## config.mk

```make
export PLATFORM = sky130hd
export DESIGN_NAME = lin_rx_checksum_engine
export DESIGN_NICKNAME = d
export VERILOG_FILES = /design/src/rtl/lin_rx_checksum_engine.sv
export SDC_FILE = /design/constraint.sdc
export NUM_CORES = 1
export LEC_CHECK = 0
export ABC_CLOCK_PERIOD_IN_PS = 2900
export CORE_UTILIZATION = 50
export DETAILED_ROUTE_END_ITERATION = 8
export GPL_TIMING_DRIVEN = 0
export MAX_ROUTING_LAYER = met4
export PLACE_DENSITY = 0.83
export SETUP_SLACK_MARGIN = 0.2
export SLEW_MARGIN = 20
export SYNTH_ARGS = -nofsm -noshare
export SYNTH_HDL_FRONTEND = slang
export SYNTH_SLANG_ARGS = --single-unit
```

## constraint.sdc

```tcl
create_clock -name PCLK -period 2.9 [get_ports PCLK]
set_clock_uncertainty 0.1 [all_clocks]
set_input_delay 0.29 -clock PCLK [delete_from_list [all_inputs] [get_ports PCLK]]
set_output_delay 0.29 -clock PCLK [all_outputs]
set_load 0.02 [all_outputs]
```

## src/rtl/lin_rx_checksum_engine.sv

```systemverilog
// -----------------------------------------------------------------------------
// lin_rx_checksum_engine
// Byte-serial LIN receive checksum checker. Accumulates the data bytes (and the
// protected ID in enhanced mode) with LIN carry-wrap addition as they arrive
// from the RX byte deserialiser, then compares the trailing checksum byte
// against the inverted accumulator and reports the verdict.
//
// Ports
//   PCLK           in   clock, rising edge
//   PRESETn        in   async active-low reset
//   frm_start      in   1-cycle pulse, starts a frame (samples pid/len/enh)
//   frm_pid        in   protected identifier, parity bits included
//   frm_len        in   number of data bytes, legal 1..MAX_BYTES
//   frm_enh        in   1 = enhanced checksum (PID included), 0 = classic
//   abort          in   1-cycle pulse, drops the current frame
//   byte_vld       in   byte_data valid this cycle
//   byte_data      in   received byte (data bytes, then checksum byte)
//   busy           out  frame in progress (DATA or CHK)
//   chk_done       out  1-cycle verdict strobe
//   checksum_chkd  out  checksum correct (held)
//   checksum_error out  checksum wrong or length illegal (held)
//   len_error      out  frm_len illegal (held)
//   calc_chksum    out  expected checksum ~acc (held)
//
// State table
//   IDLE | waiting for frm_start
//   DATA | accumulating data bytes
//   CHK  | waiting for the checksum byte
//   DONE | verdict strobe cycle, returns to IDLE
// -----------------------------------------------------------------------------
module lin_rx_checksum_engine #(
  parameter int MAX_BYTES          = 8,
  parameter int LEN_W              = 4,
  parameter bit DIAG_FORCE_CLASSIC = 1'b1
) (
  input  logic             PCLK,
  input  logic             PRESETn,
  input  logic             frm_start,
  input  logic [7:0]       frm_pid,
  input  logic [LEN_W-1:0] frm_len,
  input  logic             frm_enh,
  input  logic             abort,
  input  logic             byte_vld,
  input  logic [7:0]       byte_data,
  output logic             busy,
  output logic             chk_done,
  output logic             checksum_chkd,
  output logic             checksum_error,
  output logic             len_error,
  output logic [7:0]       calc_chksum
);

  typedef enum logic [1:0] {
    IDLE = 2'd0,
    DATA = 2'd1,
    CHK  = 2'd2,
    DONE = 2'd3
  } state_t;

  state_t           state, state_nxt;
  logic [7:0]       acc;
  logic [LEN_W-1:0] cnt;
  logic [LEN_W-1:0] len_r;

  logic             len_legal;
  logic             enh_eff;
  logic             last_data;
  logic [8:0]       sum9;
  logic [7:0]       acc_sum;
  logic             chk_match;

  assign len_legal = (frm_len != '0) && (frm_len <= LEN_W'(MAX_BYTES));

  // Diagnostic frames (PID 0x3C/0x3D) fall back to classic when forced.
  assign enh_eff   = frm_enh & ~(DIAG_FORCE_CLASSIC & (frm_pid[5:1] == 5'b11110));

  assign last_data = (cnt == len_r - LEN_W'(1));

  // End-around carry: the 9th bit is folded back in. acc + byte <= 0x1FE, so
  // the folded result always fits in 8 bits.
  assign sum9      = {1'b0, acc} + {1'b0, byte_data};
  assign acc_sum   = sum9[7:0] + {7'd0, sum9[8]};

  assign chk_match = (byte_data == ~acc);

  // State register
  always_ff @(posedge PCLK or negedge PRESETn) begin
    if (!PRESETn) begin
      state <= IDLE;
    end else begin
      state <= state_nxt;
    end
  end

  // Next-state logic; abort > frm_start > byte_vld
  always_comb begin
    state_nxt = state;
    if (abort) begin
      state_nxt = IDLE;
    end else if (frm_start) begin
      state_nxt = len_legal ? DATA : DONE;
    end else begin
      case (state)
        IDLE: state_nxt = IDLE;
        DATA: if (byte_vld && last_data) state_nxt = CHK;
        CHK:  if (byte_vld) state_nxt = DONE;
        DONE: state_nxt = IDLE;
        default: state_nxt = IDLE;
      endcase
    end
  end

  // Output logic
  always_comb begin
    busy     = 1'b0;
    chk_done = 1'b0;
    case (state)
      DATA:    busy = 1'b1;
      CHK:     busy = 1'b1;
      DONE:    chk_done = 1'b1;
      default: ;
    endcase
  end

  // Datapath: accumulator, byte counter, frame length and held verdict
  always_ff @(posedge PCLK or negedge PRESETn) begin
    if (!PRESETn) begin
      acc            <= 8'h00;
      cnt            <= '0;
      len_r          <= '0;
      checksum_chkd  <= 1'b0;
      checksum_error <= 1'b0;
      len_error      <= 1'b0;
      calc_chksum    <= 8'h00;
    end else if (abort) begin
      acc            <= 8'h00;
      cnt            <= '0;
      checksum_chkd  <= 1'b0;
      checksum_error <= 1'b0;
      len_error      <= 1'b0;
      calc_chksum    <= 8'h00;
    end else if (frm_start) begin
      acc            <= (len_legal && enh_eff) ? frm_pid : 8'h00;
      cnt            <= '0;
      len_r          <= frm_len;
      checksum_chkd  <= 1'b0;
      checksum_error <= ~len_legal;
      len_error      <= ~len_legal;
      calc_chksum    <= 8'h00;
    end else if (byte_vld) begin
      if (state == DATA) begin
        acc <= acc_sum;
        cnt <= cnt + LEN_W'(1);
      end else if (state == CHK) begin
        checksum_chkd  <= chk_match;
        checksum_error <= ~chk_match;
        calc_chksum    <= ~acc;
      end
    end
  end

endmodule

```

### Yosys cells after proc, flatten, opt, wreduce, memory -nomap -nowiden

Index checks and enable logic that the tools add are counted.
Widths: inputs -> output; s select.

| storage, ports and cells | value |
|---|---|
| register bits after elaboration | 29 |
| input bits | 26 |
| logic and storage cells | 77 |

| cells by class | value |
|---|---|
| add/sub/neg operators | 4 |
| order comparisons | 1 |
| eq/ne operators | 9 |
| muxes and demuxes | 34 |
| bitwise gates (word level) | 6 |
| reductions and logical operators | 15 |

Operator list:

| operator | count |
|---|---|
| $mux 8 | 10 |
| $mux 4 | 4 |
| $mux 1 | 14 |
| $mux 2 | 5 |
| $add 8x8->9 | 1 |
| $reduce_bool 3->1 | 3 |
| $add 8x1->8 | 1 |
| $eq 8x8->1 | 1 |
| $ne 4x4->1 const B | 2 |
| $not 8->8 | 1 |
| $pmux 2 s3 | 1 |
| $reduce_and 2->1 | 3 |
| $eq 5x5->1 const B | 1 |
| $add 4x1->4 const B | 1 |
| $eq 2x2->1 const B | 2 |
| $eq 4x4->1 | 1 |
| $le 4x4->1 const B | 1 |
| $not 1->1 | 4 |
| $reduce_bool 4->1 | 1 |
| $reduce_or 2->1 | 2 |
| $sub 4x1->4 const B | 1 |
| $logic_and 1x1->1 | 3 |
| $ne 3x3->1 const B | 1 |
| $reduce_and 3->1 | 1 |
| other kinds (4) | 4 |

### Depth between registers and ports, before layout

| logic depth | value |
|---|---|
| depth after elaboration | 8 |
| gate-level depth with buffers | 14 |

### Worst setup path after synthesis

No wires, ideal clock.

| timing path | value |
|---|---|
| path kind | register to register |
| from | register acc[0] |
| to | register acc[3] |
| arrival time | 2,420 ps |
| required time | 2,722 ps |
| slack | 302 ps |
| stages on the path, launching flop included | 13 |
| cells stage by stage | dfrtp_1 -> ha_1 -> fa_1 -> a211o_1 -> nand2_1 -> nor2_1 -> nor2_1 -> o21ai_0 -> ha_1 -> and3_1 -> xnor2_1 -> a211o_1 -> a21oi_1 |

| on the way | value |
|---|---|
| word-level cells in the longest chain between the ends | 6 |

RTL lines:

| what | line | source |
|---|---|---|
| from (decl) | 61 | `logic [7:0] acc;` |
| from (signal assigned) | 143 | `acc <= (len_legal && enh_eff) ? frm_pid : 8'h00;` |
| from (signal assigned) | 152 | `acc <= acc_sum;` |
| $add 8x8->9 | 81 | `assign sum9 = {1'b0, acc} + {1'b0, byte_data};` |
| $add 8x1->8 | 82 | `assign acc_sum = sum9[7:0] + {7'd0, sum9[8]};` |
| $mux 8 | 151 | `if (state == DATA) begin` |
| $mux 8 | 150 | `end else if (byte_vld) begin` |
| $mux 8 | 142 | `end else if (frm_start) begin` |
| $mux 8 | 135 | `end else if (abort) begin` |

Every way passes these cells. The select of a mux whose other input is x is not followed.
A chain may end at the register's enable or synchronous reset.

### Final worst setup path

| timing path | value |
|---|---|
| from | register acc[0] |
| to | register acc[6] |

Same word-level chain as after synthesis.

==> impl_metrics.py <==
metrics = {
    "finish": {
        "drive_above_1_share": 0.144,
        "nets": 325,
        "multiInputGateArea_sq_um": 1320,
        "area_growth_pct": 31.6,
        "fillers": 305,
        "antenna_cells": 0,
        "seqCellArea_sq_um": 726,
    },
    "synth": {
        "synth.most_common_cell": "nor2_1",
        "synth_top_area_share": 0.356,
        "synth.distinct_cells": 47,
        "syn_inst": 231,
        "synth_common_cells": "nor2_1, dfrtp_1, a21oi_1, nand2_1, ha_1",
        "synth_warnings": 0,
        "synthFlopType": "dfrtp_1",
        "synth_nets": 273,
        "async_flop_share": 1.00,
        "syn_area_sq_um": 2040,
        "syn_avg_cell_area_sq_um": 8.83,
        "synth_top_area_cell": "dfrtp_1",
        "synth_seq_cells": 29,
        "synth_edf_count": 0,
        "synth_area_leaders": "dfrtp_1, ha_1, nor2_1",
        "synth-seq-area-share": 0.356,
    },
    "clock_network": {
        "path_clk_slew_ns": 0.06,
        "cts_buffers": 5,
        "clock_path_buffers": 2,
        "cts_tree": "yes",
        "clkLatencyLatePin_ns": 0.29,
        "cts_num_sinks": 29,
        "htreeDepth": 2,
        "root_buffer": "clkbuf_8",
    },
    "drt": {
        "drt_iter0_drc": 162,
        "wire_per_inst_um": 15.0,
        "drc": 0,
        "vias": 1889,
        "drtPass1Iterations": 4,
        "drt_wl_total_um": 5000,
        "via_per_inst": 5.69,
        "ant_nets": 0,
    },
    "grt": {
        "antenna_found_initial": 0,
        "grt_pass1_wl_um": 8020,
        "grt-ovfl-total": 0,
        "grt_util_met2": 0.385,
        "grt_pass1_vias": 1724,
        "grt_busiest_layer": "met2",
        "grtUsageMet1": 0.340,
        "grtUsageTotal": 0.256,
        "grtUsageMet3": 0.0569,
        "grt_max_degree": 30,
    },
    "critical_path": {
        "crit_required_ns": 2.95,
        "path_cells": "ha_4, fa_2, a211o_1, nand2_1, nor2_1, nor2_1, o21ai_2, ha_2, ha_4, nand2_4, nor3_4, nand3_2, xor2_2, o22ai_1",
        "timing.rr.start": "acc[0]",
        "critPathArrivalTime_ns": 2.70,
        "cp_max_fo": 2,
        "path_delay_family": "adder cells",
        "endpoint_kind": "register",
        "start_kind": "register",
        "cp_slowest_cell": "dfrtp_1",
        "worst-path-buf-inv": 0,
        "crit_type": "register to register",
        "max_stage_delay_ns": 0.41,
        "crit_start": "acc[0]",
    },
    "floorplan": {
        "boundaryPins": 39,
        "die_h_um": 65.9,
        "die_w_um": 65.9,
        "initial_utilization": 0.537,
        "fp-row-count": 22,
        "dieArea_sq_um": 4340,
        "fp.coreArea_sq_um": 3800,
    },
    "place": {
        "place_ws_ns": -0.352,
        "gp_congestion": 0.825,
        "hpwl_um": 3620,
        "port_buffers": 38,
    },
    "pwr": {
        "p_leak_nw": 1.16,
        "cellPowerDensity_nw_per_um2": 416,
        "peakVddDrop_uv": 280,
    },
    "sta": {
        "worstMarginPinSlew_ns": 0.663,
        "setup_tns_ns": 0,
        "finalCritPeriodShare": 0.913,
        "grt_setup_unrepaired": "yes",
        "clock.fmax_mhz": 378,
        "setup_ws_ns": 0.253,
        "post-route-min-period_ns": 2.65,
        "final_max_slew_viol_count": 0,
        "finalHoldViolations": 0,
        "relSlewSlack": 0.558,
        "setup_viol": 0,
    },
    "outcome": {
        "status": "finished clean",
    },
    "worst_hold_path": {
        "worstHoldStart": "calc_chksum[4]",
        "min_path_type": "register to register",
    },
    "run": {
        "maxCapViolations": 0,
    },
}
## worst paths after layout
path	to	slack (ns)	cells after the start
setup reg to reg	acc[6]	0.25	14
hold reg to reg	calc_chksum[4]	0.42	2
hold / removal	calc_chksum[4]	0.42	2
max in group asynchronous	acc[3]	1.80	2
min in group asynchronous	cnt[3]	0.46	2
setup / recovery	acc[6]	0.25	14
## worst min-delay path, cell delays in order, from the launching register on
cell and delay, ns:
dfrtp_1 0.35, a21oi_1 0.06, nor2_1 0.07
## stage by stage
stage	util	instance area [sq um]	hold WS, ns	cells	total power [W]
finish	0.707	2680	0.420	332	0.00112
global route	0.707	2680	0.460	332	0.00117
CTS	0.691	2620	0.421	329	0.00110
detailed placement	0.652	2470	0.265	317	0.000766
global placement	0.653	2480	0.394	317	0.000758
floorplan	-	2040	-0.106	231	0.000657
## cells by family (layout without fill, tap and decap cells)
logic type | Yosys count | in the layout | synth area share
simple gates | 90 | 90 | 0.221
compound gates | 58 | 58 | 0.189
buf+inv | 16 | 69 | 0.0319
flops | 29 | 29 | 0.356
mux | 6 | 6 | 0.0313
xor+xnor | 16 | 16 | 0.0687
fa+ha+maj | 16 | 16 | 0.102
## repair_timing
action	in CTS	in global routing
pin swaps	9	10
setup endpoints to repair	7	6
endpoints found under the hold margin	29	0
hold buffers	1	0
buffers inserted	3	3
gates resized for setup	12	7
## layer usage
layer / share of wire / wire (um)
met3: 0.062 / 308
met4: 0.015 / 77
met2: 0.47 / 2370
met5: 0 / 0
met1: 0.45 / 2240
## state kept, by name, indices dropped and copies added (netlist names)
name and flops:
len_error 1, len_r 4, checksum_error 1, calc_chksum 8
checksum_chkd 1, cnt 4, acc 8, state 2
## where the power goes
part / switching (W) / leakage (nW) / internal (W)
clock: 0.000159 / 0.0450 / 0.000166
combinational: 0.000181 / 0.729 / 0.000161
sequential: 0.0000212 / 0.389 / 0.000428
total: 0.000362 / 1.16 / 0.000754
## cell type report
type                       count  share of cell area
timing repair buffer          45               0.160
sequential                    29               0.270
inverter                       6             0.00839
buffer                        10              0.0168
clock inverter                 2             0.00373
clock buffer                   6              0.0270
multi-input combinational    186               0.491
tap                           48              0.0224
## cells in the final DEF (no fill, tap or decap), types with 2 or more instances in the layout
| cell type | Yosys | routed |
|---|---|---|
| nand2_1 | 17 | 16 |
| nand2b_1 | 4 | 4 |
| clkdlybuf4s50_1 | 0 | 36 |
| clkbuf_1 | 8 | 7 |
| and3_4 | 1 | 2 |
| clkbuf_8 | 0 | 5 |
| a211o_1 | 2 | 2 |
| a211oi_1 | 2 | 2 |
| o21ai_1 | 3 | 4 |
| o22ai_1 | 2 | 2 |
| a31oi_1 | 3 | 3 |
| ha_4 | 0 | 2 |
| nor2b_1 | 3 | 3 |
| nand4_1 | 6 | 6 |
| dfrtp_1 | 29 | 29 |
| clkbuf_2 | 0 | 2 |
| buf_2 | 1 | 2 |
| nand3_1 | 5 | 4 |
| xor2_1 | 8 | 7 |
| a21o_1 | 3 | 3 |
| a21oi_1 | 21 | 21 |
| buf_4 | 1 | 7 |
| ha_1 | 15 | 12 |
| mux2i_1 | 3 | 3 |
| o21ai_0 | 11 | 9 |
| inv_1 | 6 | 6 |
| o2111ai_1 | 2 | 2 |
| xnor2_1 | 8 | 8 |
| nor3_1 | 6 | 5 |
| mux2_2 | 3 | 3 |
| clkinv_2 | 0 | 2 |
| nor2_1 | 34 | 34 |
| nand3b_1 | 2 | 2 |
| or2_2 | 2 | 2 |
| o21a_1 | 2 | 2 |
Power figures use the tool's default switching activity.
